**src/rtl/pos_shifter_pkg.sv**
```systemverilog
// Shared types and sizing helper for the one-hot position shifter.
package pos_shifter_pkg;

  typedef enum logic [1:0] {
    ST_IDLE  = 2'd0,
    ST_ARM   = 2'd1,
    ST_FIRED = 2'd2
  } state_e;

  typedef enum logic [1:0] {
    DIR_NONE = 2'd0,
    DIR_L    = 2'd1,
    DIR_R    = 2'd2
  } dir_e;

  // Counter must hold values up to max(TIMER, REPEAT) - 1; REPEAT only counts when auto-repeat is built.
  function automatic int cnt_width(input int timer_cycles, input int repeat_cycles,
                                   input bit repeat_en);
    int m;
    m = timer_cycles;
    if (repeat_en && repeat_cycles > m) m = repeat_cycles;
    return (m < 2) ? 1 : $clog2(m);
  endfunction

endpackage

```
**src/rtl/shift_hold_counter.sv**
```systemverilog
// Qualify/repeat counter for pos_shifter. Clear and enable together load 1
// (clear, then count the current cycle), which is how a fresh press starts.
module shift_hold_counter #(
  parameter int CW = 1
) (
  input  logic          clk,
  input  logic          rst,
  input  logic          clr_i,
  input  logic          en_i,
  output logic [CW-1:0] cnt
);

  logic [CW-1:0] cnt_q;

  // NOTE: sequential state uses non-blocking assignments so every register
  // samples pre-edge values, independent of process ordering.
  always_ff @(posedge clk) begin
    if (rst)        cnt_q <= '0;
    else if (clr_i) cnt_q <= en_i ? CW'(1) : '0;
    else if (en_i)  cnt_q <= cnt_q + CW'(1);
  end

  assign cnt = cnt_q;

endmodule

```
**src/rtl/pos_shifter.sv**
```systemverilog
// One-hot position shifter driven by left/right button levels, with press
// qualification and saturate/rotate ends. Optional hold-to-repeat: SHIFTER_AUTOREPEAT_EN.
module pos_shifter
  import pos_shifter_pkg::*;
#(
  parameter int WIDTH     = 4,
  parameter int TIMER     = 1,
  parameter int WRAP      = 0,
  parameter int RESET_POS = 0,
  parameter int REPEAT    = 8
) (
  input  logic                     clk,
  input  logic                     rst,
  input  logic                     shift_left,
  input  logic                     shift_right,
  output logic [WIDTH-1:0]         out,
  output logic [$clog2(WIDTH)-1:0] pos,
  output logic                     at_msb,
  output logic                     at_lsb,
  output logic                     shifted
);

`ifdef SHIFTER_AUTOREPEAT_EN
  localparam bit AR_EN = 1'b1;
`else
  localparam bit AR_EN = 1'b0;
`endif

  localparam int                CW         = cnt_width(TIMER, REPEAT, AR_EN);
  localparam int                PW         = $clog2(WIDTH);
  localparam logic [CW-1:0]     TIMER_LAST = CW'(TIMER - 1);
  localparam logic [WIDTH-1:0]  RESET_OUT  = WIDTH'(1) << RESET_POS;
`ifdef SHIFTER_AUTOREPEAT_EN
  localparam logic [CW-1:0]     REPEAT_LAST = CW'(REPEAT - 1);
`endif

  state_e            state_q, state_d;
  dir_e              dir_q, dir_d;
  dir_e              req;
  dir_e              shift_dir;
  logic [WIDTH-1:0]  out_q, out_d;
  logic              shifted_q, shifted_d;
  logic              start;
  logic              cnt_clr;
  logic              cnt_en;
  logic [CW-1:0]     cnt;

  shift_hold_counter #(.CW(CW)) u_cnt (
    .clk   (clk),
    .rst   (rst),
    .clr_i (cnt_clr),
    .en_i  (cnt_en),
    .cnt   (cnt)
  );

  // Both buttons high decodes as no request.
  always_comb begin
    req = DIR_NONE;
    if (shift_left && !shift_right)      req = DIR_L;
    else if (shift_right && !shift_left) req = DIR_R;
  end

  always_ff @(posedge clk) begin
    if (rst) begin
      state_q   <= ST_IDLE;
      dir_q     <= DIR_NONE;
      out_q     <= RESET_OUT;
      shifted_q <= 1'b0;
    end else begin
      state_q   <= state_d;
      dir_q     <= dir_d;
      out_q     <= out_d;
      shifted_q <= shifted_d;
    end
  end

  // NOTE: every combinational output gets a default first, so no path leaves
  // a signal unassigned and no latch is inferred.
  always_comb begin
    state_d   = state_q;
    dir_d     = dir_q;
    shift_dir = DIR_NONE;
    start     = 1'b0;
    cnt_clr   = 1'b0;
    cnt_en    = 1'b0;

    case (state_q)
      ST_IDLE: begin
        if (req != DIR_NONE) start   = 1'b1;
        else                 cnt_clr = 1'b1;
      end
      ST_ARM: begin
        if (req == DIR_NONE) begin
          state_d = ST_IDLE;
          cnt_clr = 1'b1;
        end else if (req != dir_q) begin
          start = 1'b1;
        end else if (cnt == TIMER_LAST) begin
          shift_dir = dir_q;
          state_d   = ST_FIRED;
          cnt_clr   = 1'b1;
        end else begin
          cnt_en = 1'b1;
        end
      end
      ST_FIRED: begin
        if (req == DIR_NONE) begin
          state_d = ST_IDLE;
          cnt_clr = 1'b1;
        end else if (req != dir_q) begin
          start = 1'b1;
        end else begin
`ifdef SHIFTER_AUTOREPEAT_EN
          if (cnt == REPEAT_LAST) begin
            shift_dir = dir_q;
            cnt_clr   = 1'b1;
          end else begin
            cnt_en = 1'b1;
          end
`endif
        end
      end
      default: begin
        state_d = ST_IDLE;
        cnt_clr = 1'b1;
      end
    endcase

    // A new or changed direction starts qualification from scratch.
    if (start) begin
      dir_d   = req;
      cnt_clr = 1'b1;
      if (TIMER == 1) begin
        shift_dir = req;
        state_d   = ST_FIRED;
      end else begin
        state_d = ST_ARM;
        cnt_en  = 1'b1;
      end
    end
  end

  // Rotation equals a plain shift away from the ends; at an end without WRAP, hold.
  always_comb begin
    out_d = out_q;
    case (shift_dir)
      DIR_L: if (WRAP != 0 || !out_q[WIDTH-1]) out_d = {out_q[WIDTH-2:0], out_q[WIDTH-1]};
      DIR_R: if (WRAP != 0 || !out_q[0])       out_d = {out_q[0], out_q[WIDTH-1:1]};
      default: ;
    endcase
    shifted_d = (out_d != out_q);

    pos = '0;
    for (int i = 0; i < WIDTH; i++) begin
      if (out_q[i]) pos = PW'(i);
    end
  end

  assign out     = out_q;
  assign at_msb  = out_q[WIDTH-1];
  assign at_lsb  = out_q[0];
  assign shifted = shifted_q;

endmodule
```
**config.mk**
```make
export PLATFORM = sky130hd
export DESIGN_NAME = pos_shifter
export DESIGN_NICKNAME = d
export VERILOG_FILES = /design/src/rtl/pos_shifter_pkg.sv /design/src/rtl/shift_hold_counter.sv /design/src/rtl/pos_shifter.sv
export SDC_FILE = /design/constraint.sdc
export NUM_CORES = 1
export LEC_CHECK = 0
export ABC_AREA = 1
export CORE_MARGIN = 1.5
export CORE_UTILIZATION = 27
export CTS_CLUSTER_DIAMETER = 60
export DETAILED_ROUTE_END_ITERATION = 8
export PLACE_DENSITY = 0.59
export RECOVER_POWER = 50
export SYNTH_ARGS = -nofsm -noshare
export SYNTH_HDL_FRONTEND = slang
export SYNTH_SLANG_ARGS = --single-unit
```
**constraint.sdc**
```tcl
create_clock -name clk -period 3.7 [get_ports clk]
set_input_delay 0.74 -clock clk [delete_from_list [all_inputs] [get_ports clk]]
set_output_delay 0.74 -clock clk [all_outputs]
set_load 0.03 [all_outputs]
```
## After elaboration in Yosys (flattened, before gate mapping)

Index checks and enable logic that the tools add are counted.

- Bits of input ports: 4
- Bits in latches: 0
- RAM bits: 0
- Register bits: 10
- Output and inout port bits: 9
- Memories kept: 0
- Memory bits (read-only): 0

- $mul: 0
- $add $sub $neg: 1
- Equality and inequality tests: 13
- Muxes and demuxes: 37
- Reduce and logical (&&, ||, !) cells: 12
- Shift operators: 0
- Magnitude comparators: 0
- Bitwise logic cells: 1
- Divide/modulo/power cells: 0

Operators by type and width:

| kind | count |
|---|---|
| $mux W2 | 14 |
| $mux W1 | 17 |
| $ne A3 B3 Y1 const B | 3 |
| $mux W4 | 2 |
| $ne A4 B4 Y1 const B | 2 |
| $pmux W4 S2 | 1 |
| $reduce_and A4 Y1 | 2 |
| $pmux W2 S3 | 1 |
| $eq A2 B1 Y1 const B | 2 |
| $eq A2 B2 Y1 const B | 2 |
| $logic_not A2 Y1 | 2 |
| $ne A2 B2 Y1 const B | 2 |
| $ne A4 B4 Y1 | 1 |
| $reduce_bool A2 Y1 | 2 |
| $reduce_or A2 Y1 | 2 |
| $pmux W1 S3 | 1 |
| $logic_and A1 B1 Y1 | 2 |
| $logic_not A1 Y1 | 2 |
| $ne A2 B2 Y1 | 1 |
| $pmux W1 S2 | 1 |
| $add A1 B1 Y1 const B | 1 |
| $not A1 Y1 | 1 |

## Depth between registers and ports, before layout

- Depth in word-level cells: 12
- Depth in mapped cells: 17
- Depth with buffers taken out: 17

## Worst setup path after synthesis

Ideal clock, no wire load.

- Path kind: input to register
- Start point: input port shift_left
- End point: register shifted_q (netlist: shifted)
- Arrival time: 2.449 ns
- Path buffers: 1
- Setup slack: 1.128 ns
- Stages on the path: 16
- Path through: inv_1 -> ha_1 -> inv_1 -> or2_0 -> and3_4 -> nor2_4 -> nand2_1 -> ha_1 -> buf_4 -> clkinv_1 -> nand4_1 -> nand2_1 -> inv_1 -> nand3_1 -> nor2_1 -> nor2_1

- Cells in the longest elaborated chain, start to end: 12
- Elaborated cells between the ends (all ways): 20

RTL lines:

| item | RTL line | text |
|---|---|---|
| start, declared | pos_shifter.sv:14 | `input logic shift_left,` |
| $logic_not A1 Y1 | pos_shifter.sv:60 | `else if (shift_right && !shift_left) req = DIR_R;` |
| $logic_and A1 B1 Y1 | pos_shifter.sv:60 |  |
| $mux W2 | pos_shifter.sv:60 |  |
| $mux W2 * | pos_shifter.sv:59 | `if (shift_left && !shift_right) req = DIR_L;` |
| net req[1] | pos_shifter.sv:39 | `dir_e req;` |
| $ne A2 B2 Y1 | pos_shifter.sv:96, pos_shifter.sv:110 |  |
| $mux W1 or $mux W2 (tied branches) | pos_shifter.sv:96, pos_shifter.sv:110 |  |
| $mux W1 or $mux W2 (tied branches) | pos_shifter.sv:93 | `if (req == DIR_NONE) begin` |
| $pmux W1 S2 or $mux W2 (tied branches) | pos_shifter.sv:87 | `case (state_q)` |
| $mux W2 * | pos_shifter.sv:130 | `if (start) begin` |
| $eq A2 B2 Y1 or $eq A2 B1 Y1 (tied branches) | pos_shifter.sv:146 | `case (shift_dir)` |
| $pmux W4 S2 * | pos_shifter.sv:146 |  |
| $ne A4 B4 Y1 * | pos_shifter.sv:151 | `shifted_d = (out_d != out_q);` |
| end signal, assigned | pos_shifter.sv:73 | `shifted_q <= shifted_d;` |
| end, declared | pos_shifter.sv:42 | `logic shifted_q, shifted_d;` |

The timed path passes the listed nets; every way through them passes the cells marked *.
A chain may end at the register's enable or synchronous reset.

## Final worst setup path

- Start point: input port shift_right
- End point: register shifted_q (netlist: shifted)

- Cells in the longest elaborated chain, start to end: 11
- Elaborated cells between the ends (all ways): 20

RTL lines:

| item | RTL line | text |
|---|---|---|
| start, declared | pos_shifter.sv:15 | `input logic shift_right,` |
| $logic_not A1 Y1 * | pos_shifter.sv:59 |  |
| $logic_and A1 B1 Y1 * | pos_shifter.sv:59 |  |
| $mux W2 * | pos_shifter.sv:59 |  |
| net req[0] | pos_shifter.sv:39 |  |
| $ne A2 B2 Y1 | pos_shifter.sv:96, pos_shifter.sv:110 |  |
| $mux W1 or $mux W2 (tied branches) | pos_shifter.sv:96, pos_shifter.sv:110 |  |
| $mux W1 or $mux W2 (tied branches) | pos_shifter.sv:93 |  |
| $pmux W1 S2 or $mux W2 (tied branches) | pos_shifter.sv:87 |  |
| $mux W2 * | pos_shifter.sv:130 |  |
| $eq A2 B2 Y1 or $eq A2 B1 Y1 (tied branches) | pos_shifter.sv:146 |  |
| $pmux W4 S2 * | pos_shifter.sv:146 |  |
| $ne A4 B4 Y1 * | pos_shifter.sv:151 |  |

Marks and branches as above.

==> summary.md <==
| Metric | Value |
|---|---|
| Clock slew seen by the registers of the worst setup and hold paths | `50 ps` |
| Post-synthesis mux area share | `0%` |
| Antenna violations before repair | `0` |
| Die extent in x | `49.0 um` |
| Final setup fails | `0` |
| Fillers | `213` |
| P_sw | `99.8 uW` |
| Reg2Reg Setup Slack | `1450 ps` |
| Worst r2r src | `dir_q[1]$_SDFFE_PP0N_` |
| Final HPWL DP | `904 um` |
| I/O pins | `13` |
| Share of cells above drive strength 1 | `5.26%` |
| Max cap viols | `0` |
| Placer congestion estimate | `0.841` |
| Tot Pwr | `270 uW` |
| Crit Path Max Fanout | `9` |
| Top-area cell type share of the netlist area | `28.0%` |
| Initial Util | `28.9%` |
| Drt drc | `0` |
| Clock Path Buffers | `2` |
| Die Area | `2400 um^2` |
| CTS buffer count | `3` |
| FF-to-FF path depth | `12` |
| Slew Limit Fails | `0` |
| Nets | `105` |
| TritonCTS clock tree | `built` |
| Slew HR | `79.0%` |
| EDFF count, synth | `0` |
| Yosys cell types | `22` |
| Min-Delay Startpoint | `dir_q[1]$_SDFFE_PP0N_` |
| Post-synthesis compound-gate area fraction | `11.4%` |
| Hold Violations, Final | `0` |
| Vias | `564` |
| Skew-Pair Late Insertion Delay | `250 ps` |
| Hold buffers post-CTS | `0` |
| Hold_ws | `490 ps` |
| Fin Setup TNS | `0 ps` |
| Critical Path AT | `3320 ps` |
| Drt via density | `4.62` |
| Max Fclk | `314 MHz` |
| Power Dens Cells | `379 nW/um^2` |
| Tcrit/Tclk final | `86.0%` |
| Final wirelength | `1160 um` |
| N_diodes | `0` |
| GRT overflow | `0` |
| Cell with the most instances after synthesis | `nand2_1` |
| Hold Crit Depth | `2` |
| Met1 GRT Util | `13.1%` |
| Status | `complete, no violations` |
| Clock Sinks | `8` |
| RSZ-0062 raised after global routing | `false` |
| Static leakage | `0.000348 uW` |
| Syn Nets | `93` |
| Area Growth Syn to Fin | `24.5%` |
| Seq/Total Area, Yosys | `28.0%` |
| Core Util, Final | `35.9%` |
| Clock power share | `24.9%` |
| Core Region | `1980 um^2` |
| Synth area leader | `dfxtp_1` |
| Sw Share | `37.0%` |
| Port bufs | `12` |
| CP Launch Type | `primary input` |
| VDD IR max | `0.171 mV` |
| Gr busiest metal | `met2` |
| Flop pwr share | `38.2%` |
| Global-route wire length before repair | `1990 um` |
| Worst Skew | `0.240 ps` |
| Logic pwr share | `36.9%` |
| # resized after CTS | `0` |
| Grt met3 use | `2.76%` |
| Post-synth top cells | `nand2_1, nand3_1, inv_1` |
| Met2 GRT Util | `16.7%` |
| Worst-Margin Slew | `313 ps` |
| FF+latch count, synth | `8` |
| Hold Crit Class | `reg -> reg` |
| Most used DFF post-synth | `dfxtp_1` |
| GRT Total Usage | `10.8%` |
| Die span in y | `49.0 um` |
| Initial DRC count | `8` |
| Yosys warns | `0` |
| Synth Area in XOR/XNOR | `1.53%` |
| WP data required | `3830 ps` |
| Final Critical Period | `3180 ps` |
| Largest family of logic cells by synthesized area | `simple AND/OR/NAND/NOR gates` |
| Synthesized area per cell | `6.73 um^2` |
| Synth top area cells | `dfxtp_1, nand2_1, nand3_1, ha_1, inv_1` |
| CP Class | `in -> reg` |
| H-tree Lvls | `1` |
| Drt pass-1 iters | `4` |
| Largest net degree at the start of global routing | `11` |
| Internal power | `170 uW` |
| Post-DR wirelength/cell | `9.48 um` |
| Adder-cell area share of the yosys netlist | `8.75%` |
| Reg2reg end | `shifted$_SDFF_PP0_` |
| FP Rows | `16` |
| Number of global-route vias before repair | `488` |
| Post-synthesis simple-gate area fraction | `37.0%` |
| Asr flop ratio synth | `0%` |
| Cell area after synthesis | `572 um^2` |
| CTS Root Buffer Type | `clkbuf_4` |
| Worst setup EP type | `register` |
| Post-CTS setup buffer count | `0` |
| Worst Hold End | `dir_q[1]$_SDFFE_PP0N_` |
| Gate Count Post-Synth | `85` |
| Final ANT Viol Nets | `0` |
[routing by layer]
metal	vias up	wire length, um
li1	300	-
met1	244	548
met2	16	513
met3	4	71
met4	0	24
met5	-	0
[cell usage in the layout, fill, tap and decap left out, drive strengths merged]
master,n
nand2,18
o21ai,5
nand3b,1
nor2,7
ha,4
nand4,4
clkinv,1
and3,1
inv,11
a21boi,1
a21oi,2
dlygate4sd3,6
xnor2,1
or2,1
a211oi,3
clkdlybuf4s50,6
dfxtp,8
clkbuf,3
nand3,12
[critical path, cell delays in order]
cell and delay [ps]:
dlygate4sd3_1 550, inv_1 50, ha_1 210, xnor2_1 150, and3_1 250, nor2_4 50, nand2_1 100, inv_1 50
ha_1 410, clkinv_1 260, nand4_1 160, nand2_1 60, inv_1 50, nand3_1 60, nor2_1 120, nor2_1 50
[final cells by class]
class                   instances  area [um^2]  share of cell area, %
multi-input cells              60          330                   46.4
flip-flops and latches          8          160                   22.5
repair buffers                 12          120                   16.9
inverters                      12         45.0                   6.33
well taps                      27         33.8                   4.75
clock buffers                   3         22.5                   3.16
[kinds of logic after synthesis]
kind of cell,Yosys count
and+or+nand+nor,44
adders and majority gates,4
buffers and inverters,17
DFF,8
AOI/OAI and AO/OA,11
xor gates and xnor gates,1
[power by group through the flow]
| stage | Combinational [uW] | Sequential, uW | Clock [uW] |
|---|---|---|---|
| after floorplan | 63.4 | 114 | 0 |
| after global placement | 102 | 105 | 0 |
| after detailed placement | 104 | 105 | 0 |
| after CTS | 104 | 103 | 69.1 |
| after global routing | 110 | 105 | 73.3 |
| final | 99.5 | 103 | 67.0 |
[worst max-delay path by stage]
stage               cells after the start                  to   startpoint
global placement                       16  shifted$_SDFF_PP0_  shift_right
global route                           16  shifted$_SDFF_PP0_  shift_right
finish                                 16  shifted$_SDFF_PP0_  shift_right
detailed placement                     16  shifted$_SDFF_PP0_  shift_right
floorplan                              16  shifted$_SDFF_PP0_   shift_left
CTS                                    16  shifted$_SDFF_PP0_  shift_right
[per-stage QoR]
step / area, um^2 / setup slack, ps / cells
2_1_floorplan: 572 / 1130 / 85
3_3_place_gp: 694 / 393 / 119
3_5_place_dp: 694 / 319 / 119
4_1_cts: 717 / 572 / 122
5_1_grt: 712 / 249 / 122
6_report: 712 / 518 / 122
[state kept, by name (all words and copies together), names as in the netlist]
signal,flops
shifted,1
state_q,1
dir_q,2
out,4
Power figures use the tool's default switching activity.
